--- src/rtl/mem_block_copier.sv ---
// rtl/mem_block_copier.sv - word-at-a-time block copy initiator for the unified 16-bit memory
// Optional block fill mode is enabled by defining MEM_BLOCK_COPIER_FILL_EN.
module mem_block_copier #(
  parameter int ADDR_WIDTH = 16,
  parameter int DATA_WIDTH = 16,
  parameter int LEN_WIDTH  = 8
) (
  input  logic                  clock,
  input  logic                  reset,
  input  logic                  start,
  input  logic [ADDR_WIDTH-1:0] src_addr,
  input  logic [ADDR_WIDTH-1:0] dst_addr,
  input  logic [LEN_WIDTH-1:0]  len,
`ifdef MEM_BLOCK_COPIER_FILL_EN
  input  logic                  fill,
  input  logic [DATA_WIDTH-1:0] fill_value,
`endif
  output logic                  busy,
  output logic                  done,
  output logic [LEN_WIDTH-1:0]  words_copied,
  output logic                  MemRead,
  output logic                  MemWrite,
  output logic [ADDR_WIDTH-1:0] MemIn,
  output logic [DATA_WIDTH-1:0] WriteData,
  input  logic [DATA_WIDTH-1:0] MemOut
);

  typedef enum logic [1:0] {
    IDLE  = 2'd0,
    READ  = 2'd1,
    WRITE = 2'd2,
    DONE  = 2'd3
  } state_t;

  localparam logic [ADDR_WIDTH-1:0] ONE_A = {{(ADDR_WIDTH-1){1'b0}}, 1'b1};
  localparam logic [LEN_WIDTH-1:0]  ONE_L = {{(LEN_WIDTH-1){1'b0}}, 1'b1};
  localparam logic [LEN_WIDTH-1:0]  ZERO_L = '0;

  state_t                state_q, state_d;
  logic [ADDR_WIDTH-1:0] src_q, src_d;
  logic [ADDR_WIDTH-1:0] dst_q, dst_d;
  logic [LEN_WIDTH-1:0]  rem_q, rem_d;
  logic [LEN_WIDTH-1:0]  words_q, words_d;
  logic                  rd_q, rd_d;
  logic                  wr_q, wr_d;
  logic                  busy_q, busy_d;
  logic                  done_q, done_d;
  logic [ADDR_WIDTH-1:0] addr_q, addr_d;
  logic [DATA_WIDTH-1:0] wdata_q, wdata_d;

  logic                  fill_start;
  logic                  fill_active;
  logic [DATA_WIDTH-1:0] fill_data;

`ifdef MEM_BLOCK_COPIER_FILL_EN
  logic                  fill_q, fill_d;
  logic [DATA_WIDTH-1:0] fval_q, fval_d;

  assign fill_start  = fill;
  assign fill_active = fill_q;
  assign fill_data   = fval_q;
`else
  assign fill_start  = 1'b0;
  assign fill_active = 1'b0;
  assign fill_data   = '0;
`endif

  // Outputs are registered from the next state, so each strobe lines up with its state.
  always_comb begin
    state_d = state_q;
    src_d   = src_q;
    dst_d   = dst_q;
    rem_d   = rem_q;
    words_d = words_q;
    rd_d    = 1'b0;
    wr_d    = 1'b0;
    done_d  = 1'b0;
    addr_d  = addr_q;
    wdata_d = wdata_q;
`ifdef MEM_BLOCK_COPIER_FILL_EN
    fill_d  = fill_q;
    fval_d  = fval_q;
`endif
    case (state_q)
      IDLE: begin
        if (start) begin
          words_d = '0;
          if (len != ZERO_L) begin
            src_d   = src_addr;
            dst_d   = dst_addr;
            rem_d   = len;
            addr_d  = src_addr;
            rd_d    = ~fill_start;
            state_d = READ;
`ifdef MEM_BLOCK_COPIER_FILL_EN
            fill_d  = fill;
            fval_d  = fill_value;
`endif
          end else begin
            done_d  = 1'b1;
            state_d = DONE;
          end
        end
      end
      READ: begin
        // In fill mode this cycle is the quiet gap between writes.
        wr_d    = 1'b1;
        addr_d  = dst_q;
        wdata_d = fill_active ? fill_data : MemOut;
        state_d = WRITE;
      end
      WRITE: begin
        src_d   = src_q + ONE_A;
        dst_d   = dst_q + ONE_A;
        words_d = words_q + ONE_L;
        rem_d   = rem_q - ONE_L;
        if (rem_q != ONE_L) begin
          rd_d    = ~fill_active;
          addr_d  = src_q + ONE_A;
          state_d = READ;
        end else begin
          done_d  = 1'b1;
          state_d = DONE;
        end
      end
      DONE: begin
        state_d = IDLE;
      end
      default: begin
        state_d = IDLE;
      end
    endcase
    busy_d = (state_d != IDLE);
  end

  always_ff @(posedge clock) begin
    if (reset) begin
      state_q <= IDLE;
      src_q   <= '0;
      dst_q   <= '0;
      rem_q   <= '0;
      words_q <= '0;
      rd_q    <= 1'b0;
      wr_q    <= 1'b0;
      busy_q  <= 1'b0;
      done_q  <= 1'b0;
      addr_q  <= '0;
      wdata_q <= '0;
`ifdef MEM_BLOCK_COPIER_FILL_EN
      fill_q  <= 1'b0;
      fval_q  <= '0;
`endif
    end else begin
      state_q <= state_d;
      src_q   <= src_d;
      dst_q   <= dst_d;
      rem_q   <= rem_d;
      words_q <= words_d;
      rd_q    <= rd_d;
      wr_q    <= wr_d;
      busy_q  <= busy_d;
      done_q  <= done_d;
      addr_q  <= addr_d;
      wdata_q <= wdata_d;
`ifdef MEM_BLOCK_COPIER_FILL_EN
      fill_q  <= fill_d;
      fval_q  <= fval_d;
`endif
    end
  end

  assign busy         = busy_q;
  assign done         = done_q;
  assign words_copied = words_q;
  assign MemRead      = rd_q;
  assign MemWrite     = wr_q;
  assign MemIn        = addr_q;
  assign WriteData    = wdata_q;

endmodule

--- config.mk ---
export PLATFORM = sky130hd
export DESIGN_NAME = mem_block_copier
export DESIGN_NICKNAME = d
export VERILOG_FILES = /design/src/rtl/mem_block_copier.sv
export SDC_FILE = /design/constraint.sdc
export NUM_CORES = 1
export LEC_CHECK = 0
export CAP_MARGIN = 0
export CORE_UTILIZATION = 53
export CTS_BUF_LIST = sky130_fd_sc_hd__clkbuf_8
export DETAILED_ROUTE_END_ITERATION = 16
export PLACE_DENSITY = 0.85
export RECOVER_POWER = 100
export SLEW_MARGIN = 10
export SYNTH_ARGS = -nofsm -noshare
export SYNTH_HDL_FRONTEND = slang
export SYNTH_SLANG_ARGS = --single-unit
export TNS_END_PERCENT = 1
--- constraint.sdc ---
create_clock -name clock -period 3.05 [get_ports clock]
set_input_delay 0.305 -clock clock [delete_from_list [all_inputs] [get_ports clock]]
set_output_delay 0.305 -clock clock [all_outputs]
set_load 0.1 [all_outputs]
======== Word-level counts from Yosys, hierarchy flattened ========
Cells that the tools add are included.
cells by class
  add/sub/neg operators ................... 4
  multiplexer cells ....................... 26
  equal/unequal tests ..................... 7
  reduce and logical (&&, ||, !) cells .... 8
operator list
  operator                 count
  $mux W16                 5
  $pmux W16 S2             2
  $pmux W16 S3             1
  $add A16 B1 Y16 const B  2
  $pmux W8 S2              2
  $mux W8                  3
  $add A8 B1 Y8 const B    1
  $ne A8 B1 Y1 const B     1
  $pmux W2 S4              1
  $reduce_bool A8 Y1       1
  $sub A8 B1 Y8 const B    1
  $mux W1                  7
  $mux W2                  3
  $ne A2 B2 Y1 const B     3
  $eq A2 B2 Y1 const B     2
  $pmux W1 S2              2
  $reduce_and A4 Y1        1
  $reduce_bool A2 Y1       2
  $reduce_and A3 Y1        1
  $reduce_bool A3 Y1       1
  $eq A2 B1 Y1 const B     1
  $logic_not A2 Y1         1
  $reduce_and A2 Y1        1
word-level totals
  word-level logic and storage cells ...... 56
  flip-flop bits (word level) ............. 86
  output and inout bits ................... 44

======== Longest topological paths before layout ========
  word-level depth ........................ 5
  depth in mapped cells ................... 10

======== Worst setup path before layout ========
OpenSTA, ideal clock, no wires.
  path kind ............................... register -> register
  from .................................... register rem_q[3]
  to ...................................... register addr_q[4], in the netlist MemIn[4]
  slack ................................... 889 ps
  period minus slack after synthesis ...... 2,161 ps
  path buffers ............................ 2
  data required time ...................... 2,983 ps
  arrival time ............................ 2,094 ps
  stages on the path, launching flop included .. 8
  cells stage by stage .................... dfxtp_1 > or4_1 > or4b_4 > o221ai_2 > buf_6 > buf_6 > nand2_2 > a21oi_2
on the way
  longest elaborated chain between the ends .. 3
RTL lines
  what                                line  source
  start, declared                     42    logic [LEN_WIDTH-1:0] rem_q, rem_d;
  start signal, assigned              157   rem_q <= rem_d;
  $ne A8 B1 Y1                        117   if (rem_q != ONE_L) begin
  $ne A2 B2 Y1 (no source line)       -
  $reduce_and A4 Y1 (no source line)  -
  end signal, assigned                163   addr_q <= addr_d;
  end, declared                       48    logic [ADDR_WIDTH-1:0] addr_q, addr_d;
No other way between the ends.
A chain may end at the register's enable or synchronous reset.

======== Worst setup path after layout ========
  from .................................... register state_q[1]
  to ...................................... register dst_q[7]
on the way
  longest elaborated chain between the ends .. 3
RTL lines
  what                                                                 line  source
  start, declared                                                      39    state_t state_q, state_d;
  start signal, assigned                                               154   state_q <= state_d;
  $eq A2 B2 Y1 or $logic_not A2 Y1 (tied branches)                     84    case (state_q)
  $reduce_bool A2 Y1 (no source line) or $ne A2 B2 Y1 (tied branches)  -
  $reduce_and A3 Y1 (no source line)                                   -
  end signal, assigned                                                 156   dst_q <= dst_d;
  end, declared                                                        41    logic [ADDR_WIDTH-1:0] dst_q, dst_d;
Several ways; a longest one is shown, not always the timed one.

==> impl_summary.md <==
Run status
The flow ran to the end, and the final reports show no timing, DRC or antenna violations.

Hold path
The path type of the worst min-delay path is in2reg. The worst hold path passes through 2 cells.

Worst setup path
For this run, the slowest stage of the critical path takes roughly 0.82 ns. The buffering stage count on the worst path with inverters included is 2. The data arrival time of the critical path is between 2 and 3 ns. The critical path goes through inv_1, ha_1, mux2i_1, a31oi_4, buf_12, a21oi_1, a211oi_1. The slowest stage of the critical path is the sky130_fd_sc_hd__a31oi_4 cell. The kind of cell adding the most delay to the critical path is compound AO/OA/AOI/OAI gates. At the worst endpoint, the required time is between 3 and 4 ns.

Along the worst path, the maximum fanout reaches 34. STA classifies the critical path startpoint as a flop. The category of the most critical setup path is reg2reg. The worst register-to-register path has a depth of 7. Counting buffers and inverters, the worst setup path is 7 cells deep. The worst setup path is captured at a flop.

Synthesis
Sorting the synthesized cells by area gives the leading types as sky130_fd_sc_hd__dfxtp_1 (37%), sky130_fd_sc_hd__nand2_1 (5.8%), sky130_fd_sc_hd__nor2_1 (5.3%), sky130_fd_sc_hd__mux2i_1 (4.5%), sky130_fd_sc_hd__a21oi_1 (4.4%). Of the synthesized area, sequential elements account for a little over a third. The mapped netlist covers roughly 4700 µm². The flip-flop and latch count after synthesis is 86.

The cell count after synthesis is 605. The number of nets handed over by synthesis was just under 700. The most used flip-flop cell after synthesis is sky130_fd_sc_hd__dfxtp_1. The async set or reset register ratio after synthesis is 0%.

The number of flops mapped to enable cells by yosys is 0. The area share of the largest cell type after synthesis is a little over a third. During synthesis, Yosys emitted a total of 0 warnings. The synthesized area divided by synthesized cell count is between 7 and 8 µm².

Summed over all instances, the cell type with the most area after synthesis is sky130_fd_sc_hd__dfxtp_1. In this run, distinct cell masters in the synthesized netlist total 59.

Pwr
The analysis attributes to net switching a power of roughly 0.0032 W. The proportion of power drawn by combinational gates is roughly 56%. The cell-internal power is about 0.0032 W. The analysis attributes to cell leakage a power of between 2 and 2.5 nW. The switching share of power is 50.28%. The clock network accounts for 16.1% of the total power. The peak supply drop is just over 0.5 mV. The power per unit of standard cell area is between 1000 and 1500 nW/µm². The share of total power dissipated in sequential elements is between 20% and 30%.

Route
For this block, the via count after detailed routing is 4751. Dividing the detail-routed via count by the number of cells gives 6.014. The first detailed-routing pass took 6 iterations.

Dividing the detail-routed wire length by the instance count gives between 15 and 20 µm. The count of nets left with antenna violations after detail routing is 0. The count of unresolved DRC violations after routing is 0. For this block, the initial DRC count from the detailed router was approximately 400. The total wire length after detailed routing is approximately 13000 µm.

CTS
The count of clock tree sinks is between 80 and 90. The number of buffers added for setup after CTS is 0. The clock transition time at the flip-flop clock pins of the worst setup and hold paths is approximately 0.09 ns. The clock tree synthesis step divided the H-tree into 3 levels. The number of buffers inserted by hold repair at cts is 0. The cell chosen for the clock root is sky130_fd_sc_hd__clkbuf_8. TritonCTS built the clock tree. The maximum root-to-sink buffer count is 2. The latest clock arrival within the worst-skew pair is between 0.3 and 0.4 ns. The total clock buffers created by CTS is 9. The post-cts sizing count is 0.

GRT
The global-route usage over all layers is 27.96%. The initial antenna violation count is 0. Entering global routing, the biggest net connects 76 pins. After global routing the overflow that remains totals 0. The via count of the first global-routing pass is roughly 4200. The first global-routing pass estimated between 20000 and 25000 µm of wire.

Placement
At the end of routability-driven placement, the weighted congestion stood at around 0.84. Before CTS, the worst setup slack after placement is ~0.47 ns. The placed wire-length estimate is 8565 µm.

Input and output buffers added on the ports amount to 102.

Timing
The achievable clock frequency is 381.9 MHz. The number of hold violations in the final report is 0. The smallest clock period supported by the final layout is computed as around 2.6 ns.

For the final routed database, the setup TNS stands at 0 ns. The setup skew after layout is ~0.012 ns. In the post-route analysis, the smallest setup slack over all paths is 0.4312 ns.

The count of pins over their slew limit is 0. Setup repair after global routing left no endpoint under its margin. The number of setup violations in the final report is 0.

Of the available clock period, the critical path in the final layout requires 85.86%. For the pin with the worst max-slew slack, the measured transition is 1.188 ns. The worst slew slack as a fraction of its limit is between 20% and 30%.

Floorplanning
The core region is approximately 8700 µm². The floorplan row count is 34. The width of the die is 96.28 µm. For this configuration, the core starts out at a cell density of 54.28%. The I/O pin total is 103. The die footprint is between 9000 and 10000 µm².

The die is just under 100 µm tall.

Finish
The library cells used most frequently in the layout, excluding fill and tap cells, are sky130_fd_sc_hd__dfxtp_1 (86), sky130_fd_sc_hd__nand2_1 (73), sky130_fd_sc_hd__nor2_1 (67). Leaving out fill and tap cells, the most frequent cell in the layout is sky130_fd_sc_hd__dfxtp_1. The number of nets in the layout is between 700 and 800. The relative area change from synthesis to final layout is 25.37%.

The fraction of layout cells with a size suffix above 1 is about 4.7%. The number of filler cells placed in the layout is between 700 and 800. The repair_antennas step left the layout with diodes totalling 0.

Flow run
The number of max-cap violations is 0.
## state kept, by name, indices dropped and copies added (netlist names)
| register | flops |
|---|---|
| MemIn | 16 |
| MemRead | 1 |
| MemWrite | 1 |
| WriteData | 16 |
| busy | 1 |
| done | 1 |
| dst_q | 16 |
| rem_q | 8 |
| src_q | 16 |
| state_q | 2 |
| words_copied | 8 |
## logic make-up after synthesis
family / synth area share [%]
xor+xnor: 2.975
flops: 36.55
mux: 4.701
simple gates: 25.98
fa+ha+maj: 2.390
buf+inv: 5.312
compound gates: 22.10
## stage by stage
step | hold slack, ns | instance area [µm²] | power, W | cells | util, %
after detailed placement | 0.4553 | 5736 | 0.005476 | 776 | 66.09
after CTS | 0.3843 | 5993 | 0.006520 | 790 | 69.06
after global routing | 0.3964 | 5906 | 0.006822 | 790 | 68.05
after global placement | 0.4450 | 5736 | 0.005359 | 776 | 66.09
final | 0.3982 | 5906 | 0.006419 | 790 | 68.05
after floorplan | 0.4450 | 4711 | 0.004603 | 605 | -
## power by group through the flow
stage | Combinational [W] | Clock (W) | Sequential [W]
floorplan | 0.00191 | 0 | 0.00269
global placement | 0.00358 | 0 | 0.00178
detailed placement | 0.00367 | 0 | 0.00181
CTS | 0.00368 | 0.00105 | 0.00179
global route | 0.00388 | 0.00110 | 0.00184
finish | 0.00359 | 0.00103 | 0.00179
## per-layer routing
metal	track usage [%]	part of all wire, %
met5	0	0
met4	10.95	1.9
met3	4.186	6.0
met2	46.34	48
met1	36.37	44
## cells in the mapped netlist, types with 4 or more instances
master	n
sky130_fd_sc_hd__o2bb2ai_1	4
sky130_fd_sc_hd__a21o_1	7
sky130_fd_sc_hd__ha_1	9
sky130_fd_sc_hd__nor2b_1	17
sky130_fd_sc_hd__xnor2_1	8
sky130_fd_sc_hd__clkbuf_1	41
sky130_fd_sc_hd__or3_1	6
sky130_fd_sc_hd__o41ai_1	8
sky130_fd_sc_hd__o21ai_0	35
sky130_fd_sc_hd__dfxtp_1	86
sky130_fd_sc_hd__nand2_1	73
sky130_fd_sc_hd__a22o_1	4
sky130_fd_sc_hd__xor2_1	8
sky130_fd_sc_hd__buf_1	4
sky130_fd_sc_hd__nand3_1	17
sky130_fd_sc_hd__a21oi_1	41
sky130_fd_sc_hd__nand3b_1	10
sky130_fd_sc_hd__nor3_1	23
sky130_fd_sc_hd__nor2_1	67
sky130_fd_sc_hd__o211ai_1	5
sky130_fd_sc_hd__a2bb2oi_1	4
sky130_fd_sc_hd__inv_1	11
sky130_fd_sc_hd__a31oi_1	7
sky130_fd_sc_hd__and3_1	5
sky130_fd_sc_hd__mux2i_1	21
sky130_fd_sc_hd__nor4_1	7
sky130_fd_sc_hd__a211oi_1	11
sky130_fd_sc_hd__nand4_1	5
sky130_fd_sc_hd__a22oi_1	10
sky130_fd_sc_hd__o22ai_1	5
## layout make-up
type	count	area, µm²	share of cell area (%)
multi-input cells	458	2736	46.33
clock buffers	10	137.6	2.331
flip-flops and latches	86	1722	29.15
well taps	108	135.1	2.288
clock inverters	4	120.1	2.034
repair buffers	113	1013	17.16
inverters	11	41.29	0.6992
## worst paths after layout
check | from | to | slack (ns)
hold / removal | reset | words_copied[0] | 0.40
hold reg to reg | MemIn[3] | MemIn[3] | 0.46
setup reg to reg | state_q[1] | dst_q[7] | 0.43
setup / recovery | state_q[1] | dst_q[7] | 0.43
No activity file was read; power rests on OpenSTA's default activity.
